[src/rtl/mem_port_arbiter_if.sv]
// -----------------------------------------------------------------------------
// mem_port_arbiter_if
// Bundles the fetch requester, load/store requester and single-port memory
// signals that meet at mem_port_arbiter.
//   slave  modport : the arbiter's view (requests and mem_rdata in; grants,
//                    responses, memory strobes and busy out)
//   master modport : the opposite view (requesters + memory side)
// Signals:
//   if_req/if_addr/if_gnt/if_rvalid/if_rdata              fetch port
//   ls_req/ls_we/ls_addr/ls_wdata/ls_be/ls_gnt/
//   ls_rvalid/ls_rdata                                    load/store port
//   mem_en/mem_we/mem_addr/mem_wdata/mem_be/mem_rdata     memory port
//   busy                                                  arbiter not idle
// -----------------------------------------------------------------------------
interface mem_port_arbiter_if #(
  parameter int AW = 32
);
  logic          if_req;
  logic [AW-1:0] if_addr;
  logic          if_gnt;
  logic          if_rvalid;
  logic [31:0]   if_rdata;

  logic          ls_req;
  logic          ls_we;
  logic [AW-1:0] ls_addr;
  logic [31:0]   ls_wdata;
  logic [3:0]    ls_be;
  logic          ls_gnt;
  logic          ls_rvalid;
  logic [31:0]   ls_rdata;

  logic          mem_en;
  logic          mem_we;
  logic [AW-3:0] mem_addr;
  logic [31:0]   mem_wdata;
  logic [3:0]    mem_be;
  logic [31:0]   mem_rdata;

  logic          busy;

  modport slave (
    input  if_req, if_addr,
    input  ls_req, ls_we, ls_addr, ls_wdata, ls_be,
    input  mem_rdata,
    output if_gnt, if_rvalid, if_rdata,
    output ls_gnt, ls_rvalid, ls_rdata,
    output mem_en, mem_we, mem_addr, mem_wdata, mem_be,
    output busy
  );

  modport master (
    output if_req, if_addr,
    output ls_req, ls_we, ls_addr, ls_wdata, ls_be,
    output mem_rdata,
    input  if_gnt, if_rvalid, if_rdata,
    input  ls_gnt, ls_rvalid, ls_rdata,
    input  mem_en, mem_we, mem_addr, mem_wdata, mem_be,
    input  busy
  );
endinterface

[src/rtl/mem_port_arbiter.sv]
// -----------------------------------------------------------------------------
// mem_port_arbiter
// Shares one single-port, fixed-latency synchronous memory between the
// instruction-fetch stage and the load/store stage. One access is outstanding
// at a time; LSU has priority, but after STARVE_MAX consecutive LSU grants
// made while fetch was waiting, fetch is forced to win.
// Ports:
//   clk  : clock
//   rst  : synchronous, active-high reset (aborts any in-flight access)
//   bus  : mem_port_arbiter_if.slave (fetch, load/store and memory signals)
// Access sequence: IDLE (arbitrate) -> ISSUE (gnt + mem_en) -> WAIT
// (MEM_LAT cycles, the last one captures mem_rdata) -> RESP (rvalid).
// All outputs come straight from registers.
// -----------------------------------------------------------------------------
module mem_port_arbiter #(
  parameter int AW         = 32,
  parameter int MEM_LAT    = 1,
  parameter int STARVE_MAX = 4
) (
  input  logic clk,
  input  logic rst,
  mem_port_arbiter_if.slave bus
);

  typedef enum logic [1:0] {
    S_IDLE  = 2'd0,
    S_ISSUE = 2'd1,
    S_WAIT  = 2'd2,
    S_RESP  = 2'd3
  } state_e;

  localparam logic [2:0] LAST_WAIT  = 3'(MEM_LAT - 1);
  localparam logic [3:0] STARVE_LIM = 4'(STARVE_MAX);

  state_e        state_q, state_d;
  logic          owner_ls_q, owner_ls_d;   // 0 = fetch owns the access
  logic          we_q, we_d;
  logic [AW-3:0] addr_q, addr_d;
  logic [31:0]   wdata_q, wdata_d;
  logic [3:0]    be_q, be_d;
  logic [2:0]    wait_cnt_q, wait_cnt_d;
  logic [3:0]    starve_q, starve_d;

  logic          if_gnt_q, if_gnt_d;
  logic          if_rvalid_q, if_rvalid_d;
  logic [31:0]   if_rdata_q, if_rdata_d;
  logic          ls_gnt_q, ls_gnt_d;
  logic          ls_rvalid_q, ls_rvalid_d;
  logic [31:0]   ls_rdata_q, ls_rdata_d;
  logic          mem_en_q, mem_en_d;
  logic          busy_q, busy_d;

  logic          forced_s;

  // Byte-offset bits of the requester addresses carry no meaning here.
  logic unused_addr_lsb_s;
  assign unused_addr_lsb_s = ^{bus.if_addr[1:0], bus.ls_addr[1:0]};

  // Fetch must win once it has waited through STARVE_MAX LSU grants.
  assign forced_s = bus.if_req && (starve_q == STARVE_LIM);

  // Next-state, latched-access and next-output computation.
  always_comb begin
    state_d     = state_q;
    owner_ls_d  = owner_ls_q;
    we_d        = we_q;
    addr_d      = addr_q;
    wdata_d     = wdata_q;
    be_d        = be_q;
    wait_cnt_d  = wait_cnt_q;
    starve_d    = starve_q;
    if_gnt_d    = 1'b0;
    if_rvalid_d = 1'b0;
    if_rdata_d  = 32'd0;
    ls_gnt_d    = 1'b0;
    ls_rvalid_d = 1'b0;
    ls_rdata_d  = 32'd0;
    mem_en_d    = 1'b0;

    case (state_q)
      S_IDLE: begin
        if (bus.ls_req && !forced_s) begin
          state_d    = S_ISSUE;
          owner_ls_d = 1'b1;
          we_d       = bus.ls_we;
          addr_d     = bus.ls_addr[AW-1:2];
          wdata_d    = bus.ls_wdata;
          be_d       = bus.ls_be;
          ls_gnt_d   = 1'b1;
          mem_en_d   = 1'b1;
          // forced_s is false here, so starve_q < STARVE_LIM whenever fetch waits
          if (bus.if_req) begin
            starve_d = starve_q + 4'd1;
          end else begin
            starve_d = starve_q;
          end
        end else if (bus.if_req) begin
          state_d    = S_ISSUE;
          owner_ls_d = 1'b0;
          we_d       = 1'b0;
          addr_d     = bus.if_addr[AW-1:2];
          wdata_d    = 32'd0;
          be_d       = 4'b1111;
          if_gnt_d   = 1'b1;
          mem_en_d   = 1'b1;
          starve_d   = 4'd0;
        end else begin
          state_d    = S_IDLE;
        end
      end
      S_ISSUE: begin
        state_d    = S_WAIT;
        wait_cnt_d = 3'd0;
      end
      S_WAIT: begin
        // The final WAIT cycle is the one where mem_rdata is valid.
        if (wait_cnt_q == LAST_WAIT) begin
          state_d = S_RESP;
          if (owner_ls_q) begin
            ls_rvalid_d = 1'b1;
            ls_rdata_d  = we_q ? 32'd0 : bus.mem_rdata;
          end else begin
            if_rvalid_d = 1'b1;
            if_rdata_d  = bus.mem_rdata;
          end
        end else begin
          wait_cnt_d = wait_cnt_q + 3'd1;
        end
      end
      S_RESP: begin
        state_d = S_IDLE;
      end
      default: begin
        state_d = S_IDLE;
      end
    endcase

    busy_d = (state_d != S_IDLE);
  end

  // State, access latches and registered outputs.
  always_ff @(posedge clk) begin
    if (rst) begin
      state_q     <= S_IDLE;
      owner_ls_q  <= 1'b0;
      we_q        <= 1'b0;
      addr_q      <= '0;
      wdata_q     <= 32'd0;
      be_q        <= 4'd0;
      wait_cnt_q  <= 3'd0;
      starve_q    <= 4'd0;
      if_gnt_q    <= 1'b0;
      if_rvalid_q <= 1'b0;
      if_rdata_q  <= 32'd0;
      ls_gnt_q    <= 1'b0;
      ls_rvalid_q <= 1'b0;
      ls_rdata_q  <= 32'd0;
      mem_en_q    <= 1'b0;
      busy_q      <= 1'b0;
    end else begin
      state_q     <= state_d;
      owner_ls_q  <= owner_ls_d;
      we_q        <= we_d;
      addr_q      <= addr_d;
      wdata_q     <= wdata_d;
      be_q        <= be_d;
      wait_cnt_q  <= wait_cnt_d;
      starve_q    <= starve_d;
      if_gnt_q    <= if_gnt_d;
      if_rvalid_q <= if_rvalid_d;
      if_rdata_q  <= if_rdata_d;
      ls_gnt_q    <= ls_gnt_d;
      ls_rvalid_q <= ls_rvalid_d;
      ls_rdata_q  <= ls_rdata_d;
      mem_en_q    <= mem_en_d;
      busy_q      <= busy_d;
    end
  end

  // The access latches double as the held memory command outputs.
  assign bus.if_gnt    = if_gnt_q;
  assign bus.if_rvalid = if_rvalid_q;
  assign bus.if_rdata  = if_rdata_q;
  assign bus.ls_gnt    = ls_gnt_q;
  assign bus.ls_rvalid = ls_rvalid_q;
  assign bus.ls_rdata  = ls_rdata_q;
  assign bus.mem_en    = mem_en_q;
  assign bus.mem_we    = we_q;
  assign bus.mem_addr  = addr_q;
  assign bus.mem_wdata = wdata_q;
  assign bus.mem_be    = be_q;
  assign bus.busy      = busy_q;

endmodule
[src/flat_wrapper.sv]
// flat-port wrapper written by rule: the top's interface ports become plain ports
module mem_port_arbiter_flat 
#(
  parameter int AW         = 32,
  parameter int MEM_LAT    = 1,
  parameter int STARVE_MAX = 4
)
  (clk, rst, bus_if_req, bus_if_addr, bus_ls_req, bus_ls_we, bus_ls_addr, bus_ls_wdata, bus_ls_be, bus_mem_rdata, bus_if_gnt, bus_if_rvalid, bus_if_rdata, bus_ls_gnt, bus_ls_rvalid, bus_ls_rdata, bus_mem_en, bus_mem_we, bus_mem_addr, bus_mem_wdata, bus_mem_be, bus_busy);
  mem_port_arbiter_if #(.AW(AW)) bus_i ();
  input  logic clk;
  input  logic rst;
  input wire logic [$bits(bus_i.if_req)-1:0] bus_if_req;
  input wire logic [$bits(bus_i.if_addr)-1:0] bus_if_addr;
  input wire logic [$bits(bus_i.ls_req)-1:0] bus_ls_req;
  input wire logic [$bits(bus_i.ls_we)-1:0] bus_ls_we;
  input wire logic [$bits(bus_i.ls_addr)-1:0] bus_ls_addr;
  input wire logic [$bits(bus_i.ls_wdata)-1:0] bus_ls_wdata;
  input wire logic [$bits(bus_i.ls_be)-1:0] bus_ls_be;
  input wire logic [$bits(bus_i.mem_rdata)-1:0] bus_mem_rdata;
  output wire logic [$bits(bus_i.if_gnt)-1:0] bus_if_gnt;
  output wire logic [$bits(bus_i.if_rvalid)-1:0] bus_if_rvalid;
  output wire logic [$bits(bus_i.if_rdata)-1:0] bus_if_rdata;
  output wire logic [$bits(bus_i.ls_gnt)-1:0] bus_ls_gnt;
  output wire logic [$bits(bus_i.ls_rvalid)-1:0] bus_ls_rvalid;
  output wire logic [$bits(bus_i.ls_rdata)-1:0] bus_ls_rdata;
  output wire logic [$bits(bus_i.mem_en)-1:0] bus_mem_en;
  output wire logic [$bits(bus_i.mem_we)-1:0] bus_mem_we;
  output wire logic [$bits(bus_i.mem_addr)-1:0] bus_mem_addr;
  output wire logic [$bits(bus_i.mem_wdata)-1:0] bus_mem_wdata;
  output wire logic [$bits(bus_i.mem_be)-1:0] bus_mem_be;
  output wire logic [$bits(bus_i.busy)-1:0] bus_busy;
  assign bus_i.if_req = bus_if_req;
  assign bus_i.if_addr = bus_if_addr;
  assign bus_i.ls_req = bus_ls_req;
  assign bus_i.ls_we = bus_ls_we;
  assign bus_i.ls_addr = bus_ls_addr;
  assign bus_i.ls_wdata = bus_ls_wdata;
  assign bus_i.ls_be = bus_ls_be;
  assign bus_i.mem_rdata = bus_mem_rdata;
  assign bus_if_gnt = bus_i.if_gnt;
  assign bus_if_rvalid = bus_i.if_rvalid;
  assign bus_if_rdata = bus_i.if_rdata;
  assign bus_ls_gnt = bus_i.ls_gnt;
  assign bus_ls_rvalid = bus_i.ls_rvalid;
  assign bus_ls_rdata = bus_i.ls_rdata;
  assign bus_mem_en = bus_i.mem_en;
  assign bus_mem_we = bus_i.mem_we;
  assign bus_mem_addr = bus_i.mem_addr;
  assign bus_mem_wdata = bus_i.mem_wdata;
  assign bus_mem_be = bus_i.mem_be;
  assign bus_busy = bus_i.busy;
  mem_port_arbiter #(.AW(AW), .MEM_LAT(MEM_LAT), .STARVE_MAX(STARVE_MAX)) u_core (.clk(clk), .rst(rst), .bus(bus_i));
endmodule
[config.mk]
export PLATFORM = sky130hd
export DESIGN_NAME = mem_port_arbiter_flat
export DESIGN_NICKNAME = d
export VERILOG_FILES = /design/src/rtl/mem_port_arbiter_if.sv /design/src/rtl/mem_port_arbiter.sv /design/src/flat_wrapper.sv
export SDC_FILE = /design/constraint.sdc
export NUM_CORES = 1
export LEC_CHECK = 0
export ABC_AREA = 1
export CORE_MARGIN = 2
export CORE_UTILIZATION = 43
export DETAILED_ROUTE_END_ITERATION = 10
export HOLD_SLACK_MARGIN = 0.15
export MAX_ROUTING_LAYER = met4
export PLACE_DENSITY = 0.85
export SETUP_SLACK_MARGIN = 0.02
export SLEW_MARGIN = 20
export SYNTH_ARGS = -nofsm -noshare
export SYNTH_HDL_FRONTEND = slang
export SYNTH_SLANG_ARGS = --single-unit
[constraint.sdc]
create_clock -name clk -period 3.9 [get_ports clk]
set_input_delay 0.78 -clock clk [delete_from_list [all_inputs] [get_ports clk]]
set_output_delay 0.78 -clock clk [all_outputs]
set_load 0.03 [all_outputs]
=== Word-level counts from Yosys, hierarchy flattened ===
Index checks and enable logic that the tools add are counted.

* Add/subtract/negate cells: 2
* Multipliers: 0
* Div/mod/pow operators: 0
* $lt $le $gt $ge: 0
* Eq/ne operators: 5
* Shifts and indexed selects: 0
* Multiplexer cells: 23
* Bitwise gates (word level): 4
* Reduce and logical (&&, ||, !) cells: 16

{| class="wikitable"
|+ Operators by type and width
! operator !! number
|-
| $mux 32 || 2
|-
| $mux 30 || 2
|-
| $mux 4 || 5
|-
| $mux 1 || 9
|-
| $pmux 2 s4 || 1
|-
| $pmux 3 s2 || 1
|-
| $reduce_and 2->1 || 3
|-
| $reduce_bool 2->1 || 3
|-
| $reduce_or 3->1 || 2
|-
| $reduce_or 5->1 || 1
|-
| $add 4x1->4 const B || 1
|-
| $eq 2x2->1 const B || 2
|-
| $eq 4x3->1 const B || 1
|-
| $mux 2 || 2
|-
| $not 1->1 || 4
|-
| $reduce_or 4->1 || 1
|-
| $add 3x1->3 const B || 1
|-
| $logic_not 3->1 || 1
|-
| $mux 3 || 1
|-
| $eq 2x1->1 const B || 1
|-
| $logic_and 1x1->1 || 2
|-
| $logic_not 2->1 || 1
|-
| $ne 2x2->1 const B || 1
|-
| $reduce_or 2->1 || 1
|-
| $logic_not 1->1 || 1
|}

* Bits in registers: 147
* Latch bits: 0
* RAM bits: 0
* Memory bits (read-only): 0
* Output and inout bits: 137
* Logic and storage cells: 66
* Memories: 0

=== Depth between registers and ports, before layout ===
* Depth in word-level cells: 7
* Gate-level depth with buffers: 10
* Depth with buffers taken out: 9

=== Least setup slack after synthesis ===
Ideal clock, no wire load.

* Kind: input to register
* Start: in bus_ls_req
* End: reg u_core.addr_q[0] (netlist: u_core.bus.mem_addr[0])
* Library setup time: 0.117 ns
* Data arrival time: 1.513 ns
* Required time: 3.783 ns
* Setup slack: 2.269 ns
* Cell stages on the path: 7
* Path through: buf_4 -> nor2_4 -> nor2_4 -> buf_6 -> buf_6 -> o21ai_0 -> nor2_1

* Word-level cells in the longest chain between the ends: 3
* Elaborated cells on any way between the ends: 4
* Classes of those cells: mux (1); reduce/logical (3)

{| class="wikitable"
|+ Ends and longest elaborated chain
! what !! line !! source
|-
| start, declared || flat_wrapper.sv:14 || <nowiki>input wire logic [$bits(bus_i.ls_req)-1:0] bus_ls_req;</nowiki>
|-
| $logic_and 1x1->1 (*) || mem_port_arbiter.sv:82 || <nowiki>if (bus.ls_req && !forced_s) begin</nowiki>
|-
| $reduce_bool 2->1 (no source line) || -- ||
|-
| $reduce_and 2->1 (no source line) || -- ||
|-
| end signal, assigned || mem_port_arbiter.sv:164 || <nowiki>addr_q <= addr_d;</nowiki>
|-
| end, declared || mem_port_arbiter.sv:38 || <nowiki>logic [AW-3:0] addr_q, addr_d;</nowiki>
|}

Every way passes the cells marked *; elsewhere a longest branch is shown, timed or not.
A chain may end at the register's enable or synchronous reset.

=== Worst setup path after layout ===
* Start: in bus_if_req
* End: reg u_core.wdata_q[22] (netlist: u_core.bus.mem_wdata[22])

* Word-level cells in the longest chain between the ends: 5
* Elaborated cells on any way between the ends: 6
* Classes of those cells: mux (1); reduce/logical (5)

{| class="wikitable"
|+ Ends and longest elaborated chain
! what !! line !! source
|-
| start, declared || flat_wrapper.sv:12 || <nowiki>input wire logic [$bits(bus_i.if_req)-1:0] bus_if_req;</nowiki>
|-
| $logic_and 1x1->1 || mem_port_arbiter.sv:60 || <nowiki>assign forced_s = bus.if_req && (starve_q == STARVE_LIM);</nowiki>
|-
| $logic_not 1->1 || mem_port_arbiter.sv:82 ||
|-
| $logic_and 1x1->1 || mem_port_arbiter.sv:82 ||
|-
| $reduce_bool 2->1 (no source line) || -- ||
|-
| $reduce_and 2->1 (no source line) || -- ||
|-
| end signal, assigned || mem_port_arbiter.sv:165 || <nowiki>wdata_q <= wdata_d;</nowiki>
|-
| end, declared || mem_port_arbiter.sv:39 || <nowiki>logic [31:0] wdata_q, wdata_d;</nowiki>
|}

Parallel ways exist; a longest one is shown, timed or not.

==> results.json <==
{
  "status": "completed",
  "setup_tns_ps": 0,
  "cts_buffers": 17,
  "core_um2": 12500,
  "cp_slowest_cell": "clkdlybuf4s50_1",
  "chipHeight_um": 117,
  "final_cell_mix": "clkdlybuf4s50_1, dfxtp_1, nand2_1, nor2_1, inv_1",
  "path_class": "input port to register",
  "peakVddDrop_mv": 0.306,
  "cts_buffer_depth": 2,
  "ios": 274,
  "tightest_slew_ps": 845,
  "max-cap-violations": 0,
  "grt_pass1_wl_um": 23800,
  "ctsResizeCount": 0,
  "crit_start": "bus_if_req",
  "end_kind": "register",
  "grt_util_all_layers": 0.235,
  "fmax_mhz": 410,
  "crit_chain": "clkdlybuf4s50_1, nand2_1, inv_2, nand2_4, nand3_4, nor2_8, nand2_1, nand2_1",
  "final_common_cell": "clkdlybuf4s50_1",
  "yosysUniqueCellTypes": 29,
  "synthTopCellsByArea": "dfxtp_1, nand2_1, nor2_1",
  "start_util": 0.438,
  "die-area_um2": 13700,
  "cellPowerDensity_nw_per_um2": 517,
  "reg2reg_slack_ps": 1720,
  "wl_per_cell_um": 14.1,
  "antennaDiodeCount": 0,
  "vias": 5161,
  "cpMostUsedCell": "nand2_1",
  "clk_latency_ps": 430,
  "finalNonFillerCells": 1124,
  "reg2reg_to": "u_core.bus.mem_wdata[22]$_SDFFE_PP0P_",
  "gp_congestion": 0.806,
  "dp_hpwl_um": 10700,
  "timing.rr.start": "u_core.starve_q[0]$_SDFFE_PP0P_",
  "cp-start-kind": "input port",
  "drtPass1Iterations": 5,
  "crit_path_max_incr_delay_ps": 490,
  "htreeDepth": 4,
  "min_from": "u_core.bus.mem_wdata[27]$_SDFFE_PP0P_",
  "fill_cells": 953,
  "drive_above_1_share": 0.0798,
  "drc_errors": 0,
  "grt_max_degree": 66,
  "finalInstanceArea_um2": 8810,
  "drtAntennaViolNets": 0,
  "area_growth_pct": 60.5,
  "synth_nets": 831,
  "clock-skew-final_ps": 13.0,
  "seq_area_frac_synth": 0.536,
  "hold_viol_final": 0,
  "drt_iter0_drc": 340,
  "period_needed_ps": 2440,
  "avgSynthCellArea_um2": 8.00,
  "antenna_found_initial": 0,
  "max-slew-margin-rel": 0.434,
  "synth_top_cell_by_area": "dfxtp_1",
  "die_w_um": 117,
  "r2r_cells": 9,
  "clkTransAtPathRegs_ps": 60,
  "p_leak_nw": 3.94,
  "final-max-slew-violation-count": 0,
  "holdBufCountCts": 0,
  "period_share": 0.625,
  "drt_wl_total_um": 15900,
  "dpl.cell_count": 1092,
  "rsz0062_at_grt": "false",
  "crit_arrival_ps": 2800,
  "grt_pass1_vias": 4864,
  "crit_end": "u_core.bus.mem_wdata[22]$_SDFFE_PP0P_",
  "finalNetCount": 1084,
  "io_buffers": 269,
  "gr-total-overflow": 0,
  "final-setup-viol-count": 0,
  "path_max_fanout": 62,
  "yosysWarningCount": 0,
  "post_cts_buffers": 0,
  "yosysTopAreaCellShare": 0.536,
  "cts.sinks": 147,
  "place_area_um2": 8160,
  "hold_path.class": "register to register",
  "cts_tree": "yes",
  "clockRootBuffer": "clkbuf_16",
  "rows": 41,
  "synth_cells": 686,
  "worstPathRequired_ps": 4260,
  "finish.utilization": 0.704,
  "vias_per_cell": 4.59,
  "syn_area_um2": 5490,
  "ys_seq_elements": 147
}
cells by family after synthesis:
family | Yosys count | synth area share
flops | 147 | 0.536
simple gates | 324 | 0.259
buf+inv | 127 | 0.109
xor+xnor | 2 | 0.00319
fa+ha+maj | 8 | 0.0182
compound gates | 78 | 0.0737
through the flow:
stage	worst slack, ps	total power [mW]	hold slack, ps
final	1460	4.55	468
after global placement	1080	2.78	457
after CTS	1460	4.59	471
after detailed placement	1030	2.80	462
after floorplan	2270	2.37	455
after global routing	1280	4.75	492
Yosys cell counts, drive strengths merged:
master  number
o21a         4
buf         32
inv         86
or2          1
o22ai        1
nor2       138
o211ai       1
nand2      117
a21oi       35
nand3       68
xor2         1
o21ai       37
xnor2        1
clkinv       1
clkbuf       8
ha           8
dfxtp      147
worst max-delay path: cells and delay by family:
family | cells | cell delay (ps)
buffers and inverters | 2 | 540
and+or+nand+nor | 6 | 1460
final cells by class:
| type | instances | area [um2] | area share |
|---|---|---|---|
| multi-input cells | 412 | 1940 | 0.221 |
| inverters | 87 | 328 | 0.0372 |
| well taps | 172 | 215 | 0.0244 |
| repair buffers | 274 | 2730 | 0.309 |
| clock inverters | 12 | 196 | 0.0223 |
| clock buffers | 20 | 457 | 0.0518 |
| flip-flops and latches | 147 | 2940 | 0.334 |
flip-flops by register name, summed over array words and instances (netlist names), 2 cells and up:
signal,flops
u_core.starve_q,4
u_core.state_q,2
u_core.bus.mem_addr,30
u_core.bus.ls_rdata,32
u_core.wait_cnt_q,3
u_core.bus.if_rdata,32
u_core.bus.mem_be,4
u_core.bus.mem_wdata,32
power by group:
part           switching (mW)  internal, mW
Sequential             0.0631          1.64
Clock                   0.663          1.12
Combinational           0.620         0.445
routing by layer:
metal / vias to the layer above / share of wire / track usage / wire (um)
li1: 2618 / - / - / -
met5: - / 0 / - / 0
met2: 207 / 0.51 / 0.405 / 8080
met3: 44 / 0.078 / 0.0690 / 1240
met1: 2292 / 0.37 / 0.242 / 5920
met4: 0 / 0.039 / 0.127 / 624
worst min-delay path by stage:
stage,endpoint,slack (ps),depth (start not counted)
detailed placement,u_core.bus.mem_wdata[27]$_SDFFE_PP0P_,460,2
global placement,u_core.bus.mem_wdata[7]$_SDFFE_PP0P_,460,2
CTS,u_core.bus.mem_wdata[27]$_SDFFE_PP0P_,470,2
finish,u_core.bus.mem_wdata[27]$_SDFFE_PP0P_,470,2
floorplan,u_core.wait_cnt_q[1]$_SDFFE_PP0P_,460,2
global route,u_core.bus.mem_wdata[25]$_SDFFE_PP0P_,490,2
(Power assumes the default switching activity.)
